==> src/rtl/instruction_loader.sv <==
// Byte-stream instruction loader: assembles little-endian 32-bit words and writes them to instruction memory.
// Optional trailing XOR checksum byte when LOADER_CHECKSUM_EN is defined.
module instruction_loader #(
    parameter int MAX_WORDS  = 101,
    parameter int ADDR_WIDTH = 32
) (
    input  logic                  clk,
    input  logic                  rst,
    input  logic                  start,
    input  logic [7:0]            num_words,
    input  logic [7:0]            byte_in,
    input  logic                  byte_valid,
    output logic                  byte_ready,
    output logic                  mem_we,
    output logic [ADDR_WIDTH-1:0] mem_addr,
    output logic [31:0]           mem_wdata,
    output logic                  busy,
    output logic                  done,
    output logic                  error
);

`ifdef LOADER_CHECKSUM_EN
    localparam bit CHK_EN = 1'b1;
`else
    localparam bit CHK_EN = 1'b0;
`endif
    localparam int unsigned MAX_U = MAX_WORDS;

    typedef enum logic [1:0] {
        IDLE   = 2'd0,
        RECV   = 2'd1,
        WRITE  = 2'd2,
        FINISH = 2'd3
    } state_t;

    state_t                state_r;
    state_t                state_next_s;
    logic                  fin_err_s;
    logic                  too_many_s;
    logic                  last_word_s;
    logic [7:0]            num_words_r;
    logic [7:0]            word_idx_r;
    logic [1:0]            byte_idx_r;
    logic [23:0]           asm_r;
    logic [7:0]            xor_r;
    logic                  chk_phase_r;
    logic                  byte_ready_s, mem_we_s, busy_s, done_s, error_s;
    logic                  byte_ready_r, mem_we_r, busy_r, done_r, error_r;
    logic [ADDR_WIDTH-1:0] mem_addr_r;
    logic [31:0]           mem_wdata_r;

    assign too_many_s  = {24'd0, num_words} > MAX_U;
    assign last_word_s = (word_idx_r + 8'd1) == num_words_r;

    // State register
    always_ff @(posedge clk) begin
        if (rst) begin
            state_r <= IDLE;
        end else begin
            state_r <= state_next_s;
        end
    end

    // Next-state logic; fin_err_s flags a failing load on the way into FINISH
    always_comb begin
        state_next_s = state_r;
        fin_err_s    = 1'b0;
        case (state_r)
            IDLE: begin
                if (start) begin
                    if (num_words == 8'd0) begin
                        state_next_s = FINISH;
                    end else if (too_many_s) begin
                        state_next_s = FINISH;
                        fin_err_s    = 1'b1;
                    end else begin
                        state_next_s = RECV;
                    end
                end else begin
                    state_next_s = IDLE;
                end
            end
            RECV: begin
                if (!byte_valid) begin
                    state_next_s = RECV;
                end else if (chk_phase_r) begin
                    state_next_s = FINISH;
                    fin_err_s    = (byte_in != xor_r);
                end else if (byte_idx_r == 2'd3) begin
                    state_next_s = WRITE;
                end else begin
                    state_next_s = RECV;
                end
            end
            WRITE: begin
                if (last_word_s && CHK_EN) begin
                    state_next_s = RECV;
                end else if (last_word_s) begin
                    state_next_s = FINISH;
                end else begin
                    state_next_s = RECV;
                end
            end
            FINISH:  state_next_s = IDLE;
            default: state_next_s = IDLE;
        endcase
    end

    // Output decode from the upcoming state so the registered outputs line up with it
    always_comb begin
        byte_ready_s = (state_next_s == RECV);
        mem_we_s     = (state_next_s == WRITE);
        busy_s       = (state_next_s != IDLE);
        done_s       = (state_next_s == FINISH);
        error_s      = fin_err_s;
    end

    // Output registers
    always_ff @(posedge clk) begin
        if (rst) begin
            byte_ready_r <= 1'b0;
            mem_we_r     <= 1'b0;
            busy_r       <= 1'b0;
            done_r       <= 1'b0;
            error_r      <= 1'b0;
        end else begin
            byte_ready_r <= byte_ready_s;
            mem_we_r     <= mem_we_s;
            busy_r       <= busy_s;
            done_r       <= done_s;
            error_r      <= error_s;
        end
    end

    // Datapath: word/byte counters, byte assembly, running XOR, write address/data
    always_ff @(posedge clk) begin
        if (rst) begin
            num_words_r <= 8'd0;
            word_idx_r  <= 8'd0;
            byte_idx_r  <= 2'd0;
            asm_r       <= 24'd0;
            xor_r       <= 8'd0;
            chk_phase_r <= 1'b0;
            mem_addr_r  <= '0;
            mem_wdata_r <= 32'd0;
        end else if (state_r == IDLE) begin
            if (start) begin
                num_words_r <= num_words;
                word_idx_r  <= 8'd0;
                byte_idx_r  <= 2'd0;
                xor_r       <= 8'd0;
                chk_phase_r <= 1'b0;
            end else begin
                num_words_r <= num_words_r;
            end
        end else if (state_r == RECV && byte_valid && !chk_phase_r) begin
            xor_r      <= xor_r ^ byte_in;
            byte_idx_r <= byte_idx_r + 2'd1;
            case (byte_idx_r)
                2'd0:    asm_r[7:0]   <= byte_in;
                2'd1:    asm_r[15:8]  <= byte_in;
                2'd2:    asm_r[23:16] <= byte_in;
                default: begin
                    mem_wdata_r <= {byte_in, asm_r};
                    mem_addr_r  <= ADDR_WIDTH'({22'd0, word_idx_r, 2'b00});
                end
            endcase
        end else if (state_r == WRITE) begin
            word_idx_r <= word_idx_r + 8'd1;
            if (last_word_s) begin
                chk_phase_r <= CHK_EN;
            end else begin
                chk_phase_r <= 1'b0;
            end
        end else begin
            byte_idx_r <= byte_idx_r;
        end
    end

    assign byte_ready = byte_ready_r;
    assign mem_we     = mem_we_r;
    assign mem_addr   = mem_addr_r;
    assign mem_wdata  = mem_wdata_r;
    assign busy       = busy_r;
    assign done       = done_r;
    assign error      = error_r;

endmodule

==> config.mk <==
export PLATFORM = sky130hd
export DESIGN_NAME = instruction_loader
export DESIGN_NICKNAME = d
export VERILOG_FILES = /design/src/rtl/instruction_loader.sv
export SDC_FILE = /design/constraint.sdc
export NUM_CORES = 1
export LEC_CHECK = 0
export ABC_AREA = 1
export CORE_ASPECT_RATIO = 0.8
export CORE_MARGIN = 10
export CORE_UTILIZATION = 30
export CTS_BUF_LIST = sky130_fd_sc_hd__clkbuf_16
export DETAILED_ROUTE_END_ITERATION = 12
export SLEW_MARGIN = 20
export SYNTH_ARGS = -nofsm -noshare
export SYNTH_HDL_FRONTEND = slang
export SYNTH_SLANG_ARGS = --single-unit
==> constraint.sdc <==
create_clock -name clk -period 1.6 [get_ports clk]
set_clock_uncertainty 0.2 [all_clocks]
set_input_delay 0.32 -clock clk [delete_from_list [all_inputs] [get_ports clk]]
set_output_delay 0.32 -clock clk [all_outputs]
set_load 0.01 [all_outputs]
Word-level counts from Yosys, hierarchy flattened
Cells that the tools add are included.

storage, ports and cells
  register bits = 98
  word-level logic and storage cells = 79

cells by class
  add/subtract/negate cells = 2
  order comparisons = 1
  equality and inequality tests = 13
  mux-type cells = 27
  bitwise gates (word level) = 3
  reductions and logical operators = 17

operators with widths
  kind                                                 number
  2-to-1 mux 8 bit                                     6
  2-to-1 mux 2 bit                                     10
  AND reduction 3 bit                                  5
  equality test 2 bit, second input constant           6
  2-to-1 mux 1 bit                                     9
  adder 8 x 1 -> 8 bit, second input constant          1
  equality test 8 bit                                  1
  > comparator 8 x 7 -> 1 bit, second input constant   1
  zero test 8 bit                                      1
  inequality test 8 bit                                1
  one-hot mux 2 bit (4 select lines)                   1
  bitwise XOR 8 bit                                    1
  equality test 2 x 1 -> 1 bit, second input constant  3
  nonzero test 2 bit                                   3
  zero test 2 bit                                      2
  inequality test 2 bit, second input constant         2
  AND reduction 2 bit                                  2
  OR reduction 3 bit                                   1
  adder 2 x 1 -> 2 bit, second input constant          1
  logical AND 1 bit                                    2
  inverter 1 bit                                       2
  one-hot mux 1 bit (2 select lines)                   1
  zero test 1 bit                                      1

Depth between registers and ports, before layout
  word-level depth = 6
  gate-level depth with buffers = 13

Worst setup path after synthesis
OpenSTA, ideal clock, no wires.

  path kind = register to register
  start point = register word_idx_r[0]
  end point = register done_r (netlist: done)
  library setup time = 62 ps
  arrival time = 1408 ps
  data required time = 1338 ps
  setup slack = -71 ps
  stages on the path, launching flop included = 14
  cells stage by stage = dfxtp_1 > ha_1 > nand2_1 > nor2_1 > nand2_1 > nand3_1 > nand2_1 > nor2_1 > nand2_1 > nor2_1 > nand2_1 > nand2_2 > nand2_2 > nor2_2

between the ends
  longest elaborated chain between the ends = 5

RTL lines
  element                             RTL line  source
  start: declaration                  42        logic [7:0] word_idx_r;
  start signal: assignment            169       word_idx_r <= word_idx_r + 8'd1;
  adder 8 x 1 -> 8 bit                53        assign last_word_s = (word_idx_r + 8'd1) == num_words_r;
  equality test 8 bit                 53
  2-to-1 mux 2 bit                    98        end else if (last_word_s) begin
  one-hot mux 2 bit (4 select lines)  68        case (state_r)
  equality test 2 bit                 114       done_s = (state_next_s == FINISH);
  end signal: assignment              130       done_r <= done_s;
  end: declaration                    48        logic byte_ready_r, mem_we_r, busy_r, done_r, error_r;

Every way passes these cells.
A chain may end at the register's enable or synchronous reset.

Worst setup path in the final report
  start point = register word_idx_r[1]
  end point = register done_r (netlist: done)

The elaborated chain is that of the path after synthesis.

==> qor.yml <==
route:
  wl_per_cell_um: 13.9
  first_iter_violations: 213
  drc: 0
  vias: 3459
  postRouteAntennaNets: 0
  postRouteWirelength_mm: 10.5
  first_pass_iters: 4
  vias_per_cell: 4.58
die:
  die_x_um: 145
  rows: 36
  die_h_um: 120
  io_pins: 89
  initial_core_util: 0.306
  core_area_sq_um: 12200
  die-area_sq_um: 17300
synth:
  synth_cells: 493
  synth_top_area_share: 0.478
  ys.warnings.count: 0
  synth_area_leader_cell: "dfxtp_1"
  avgSynthCellArea_sq_um: 7.56
  yosysUniqueCellTypes: 29
  syn_area_sq_um: 3730
  ys_ff_latch: 89
  yosysSeqAreaShare: 0.478
  yosys-top-cells-area: "dfxtp_1, nor2_1, nand2_1, a21oi_1, o21ai_0"
worst_setup_path:
  cp.required_ps: 1690
  reg2reg_setup_slack_ps: -150
  slowest_delay_ps: 360
  cp_max_fo: 5
  worstReg2RegStart: "word_idx_r[1]"
  cp_slowest_cell: "dfxtp_4"
  ff2ff_path_depth: 11
  r2r_end: "done"
  cp_top_family: "simple AND/OR/NAND/NOR gates"
  crit_chain: "buf_6, nand2_4, nor2_8, nand4_1, nand3b_1, nand2_1, nor2_1, nand2_1, nand2_2, nand2_2, nor2_2"
  startpoint_type: "flip-flop"
  cp-end-kind: "flip-flop"
  critPathBufInv: 1
  worstPathArrival_ps: 1840
  path_class: "reg2reg"
clocking:
  cts.sinks: 89
  htreeDepth: 3
  numCtsBuffers: 9
  cts.clk_slew.worst_paths_ps: 60
  clkLatencyLatePin_ps: 350
  clockBufferDepth: 2
  cts_root_buffer: "clkbuf_16"
  cts_tree: "done"
final_layout:
  fillers: 1225
  seqCellArea_sq_um: 1790
  multi_input_area_sq_um: 1710
  layout_commonest_cell: "nor2_1"
  final_cell_mix: "nor2_1, dfxtp_1, nand2_1"
  antenna_cells: 0
  syn2layout_area_growth_pct: 40.6
  drive_gt1_frac: 0.187
  fin_nets: 623
status:
  status: "complete, but fails checks"
  violations: "setup timing"
worst_hold_path:
  hold_depth: 2
  hold_start: "asm_r[5]"
  hold_path_class: "reg2reg"
  hold_end: "asm_r[5]"
placement:
  place_congestion: 0.785
  dp_hpwl_mm: 7.53
  port_buffers: 64
  dp_slack_ps: -344
power_and_ir_drop:
  power.density_nw_per_um2: 941
  power_mw: 4.93
  ir_drop_uv: 503
  p_leak_nw: 2.34
grt:
  antenna_found_initial: 0
  grt_overflow: 0
  grt_pass1_wl_mm: 16.2
  grt_pass1_vias: 3295
  grtUsageTotal: 0.115
  grt_max_degree: 51
sta:
  timing.fmax_mhz: 573
  timing.hold.ws_ps: 265
  fin_crit_sh: 1.09
  setup_viol: 4
  fin_tns_setup_ps: -505
  setup_slack_ps: -147
  fin_crit_ps: 1750
  finalHoldViolCount: 0
  finalMaxSlewViolations: 0
  rsz0062_at_grt: "true"
flow_run:
  maxCapViolCount: 0
flip-flops by register name, summed over array words and instances, names as in the netlist:
name         flops
mem_wdata       32
asm_r           24
mem_addr         8
num_words_r      8
word_idx_r       8
byte_idx_r       2
state_r          2
busy             1
byte_ready       1
done             1
error            1
mem_we           1
per-stage QoR:
step / area, sq um / std cells / utilization
finish: 5240 / 755 / 0.431
CTS: 5040 / 747 / 0.414
global placement: 4780 / 730 / 0.393
floorplan: 3830 / 516 / -
detailed placement: 4780 / 730 / 0.393
global route: 5240 / 755 / 0.431
worst max-delay path by stage:
stage	start	endpoint	slack (ps)	depth (start not counted)
after CTS	word_idx_r[1]	done	-150	11
after global placement	num_words[0]	done	-260	8
final	word_idx_r[1]	done	-150	11
after detailed placement	num_words[0]	done	-340	8
after global routing	word_idx_r[0]	done	-250	13
after floorplan	word_idx_r[0]	done	30	13
synth_stat cells:
cell type,instances
nor2_2,1
o21ai_0,49
nand3b_1,1
nand3_2,2
nand4_1,3
nor2_4,1
or2_1,2
nand2_2,7
nand2_4,1
buf_4,28
o21ai_1,2
clkbuf_1,15
nor4_1,2
a21oi_1,50
ha_1,5
inv_1,25
a221oi_1,1
buf_2,5
buf_1,1
dfxtp_1,89
nand3_1,38
nor2_1,88
o21a_1,1
inv_2,4
nor2_8,1
and2_1,1
nand2_1,68
conb_1,1
o211ai_1,1
where the power goes:
part	switching, mW	internal [mW]	leakage [nW]
sequential	0.0329	2.26	0.723
combinational	0.268	0.215	1.48
clock	0.929	1.22	0.144
total	1.23	3.70	2.34
area by class of cell:
class | instances | area share
clock buffer | 9 | 0.0430
clock inverter | 7 | 0.0146
inverter | 29 | 0.0227
multi-input combinational | 349 | 0.327
sequential | 89 | 0.342
tap | 152 | 0.0363
timing repair buffer | 120 | 0.214
worst min-delay path, stage by stage, from the launching register on:
cell and delay, ps:
dfxtp_1 310, nand2_1 60, a21oi_1 50
cell families after synthesis:
logic type / after synthesis / share of synthesized area
and+or+nand+nor: 216 / 0.254
buffers and inverters: 78 / 0.108
adders and majority gates: 5 / 0.0168
DFF: 89 / 0.478
AOI/OAI and AO/OA: 104 / 0.142
other: 1 / 0.00101
routing by layer:
metal,GRT usage,part of all wire
met5,0,0
met4,0.0435,0.015
met3,0.0418,0.067
met2,0.179,0.45
met1,0.143,0.47
what timing repair did:
item | CTS | global route
resized for setup | 49 | 64
endpoints found under the setup margin | 49 | 74
hold buffers | 0 | 0
cloned | 0 | 2
pin swaps | 5 | 7
setup buffers | 1 | 6
No activity file was read; power rests on OpenSTA's default activity.
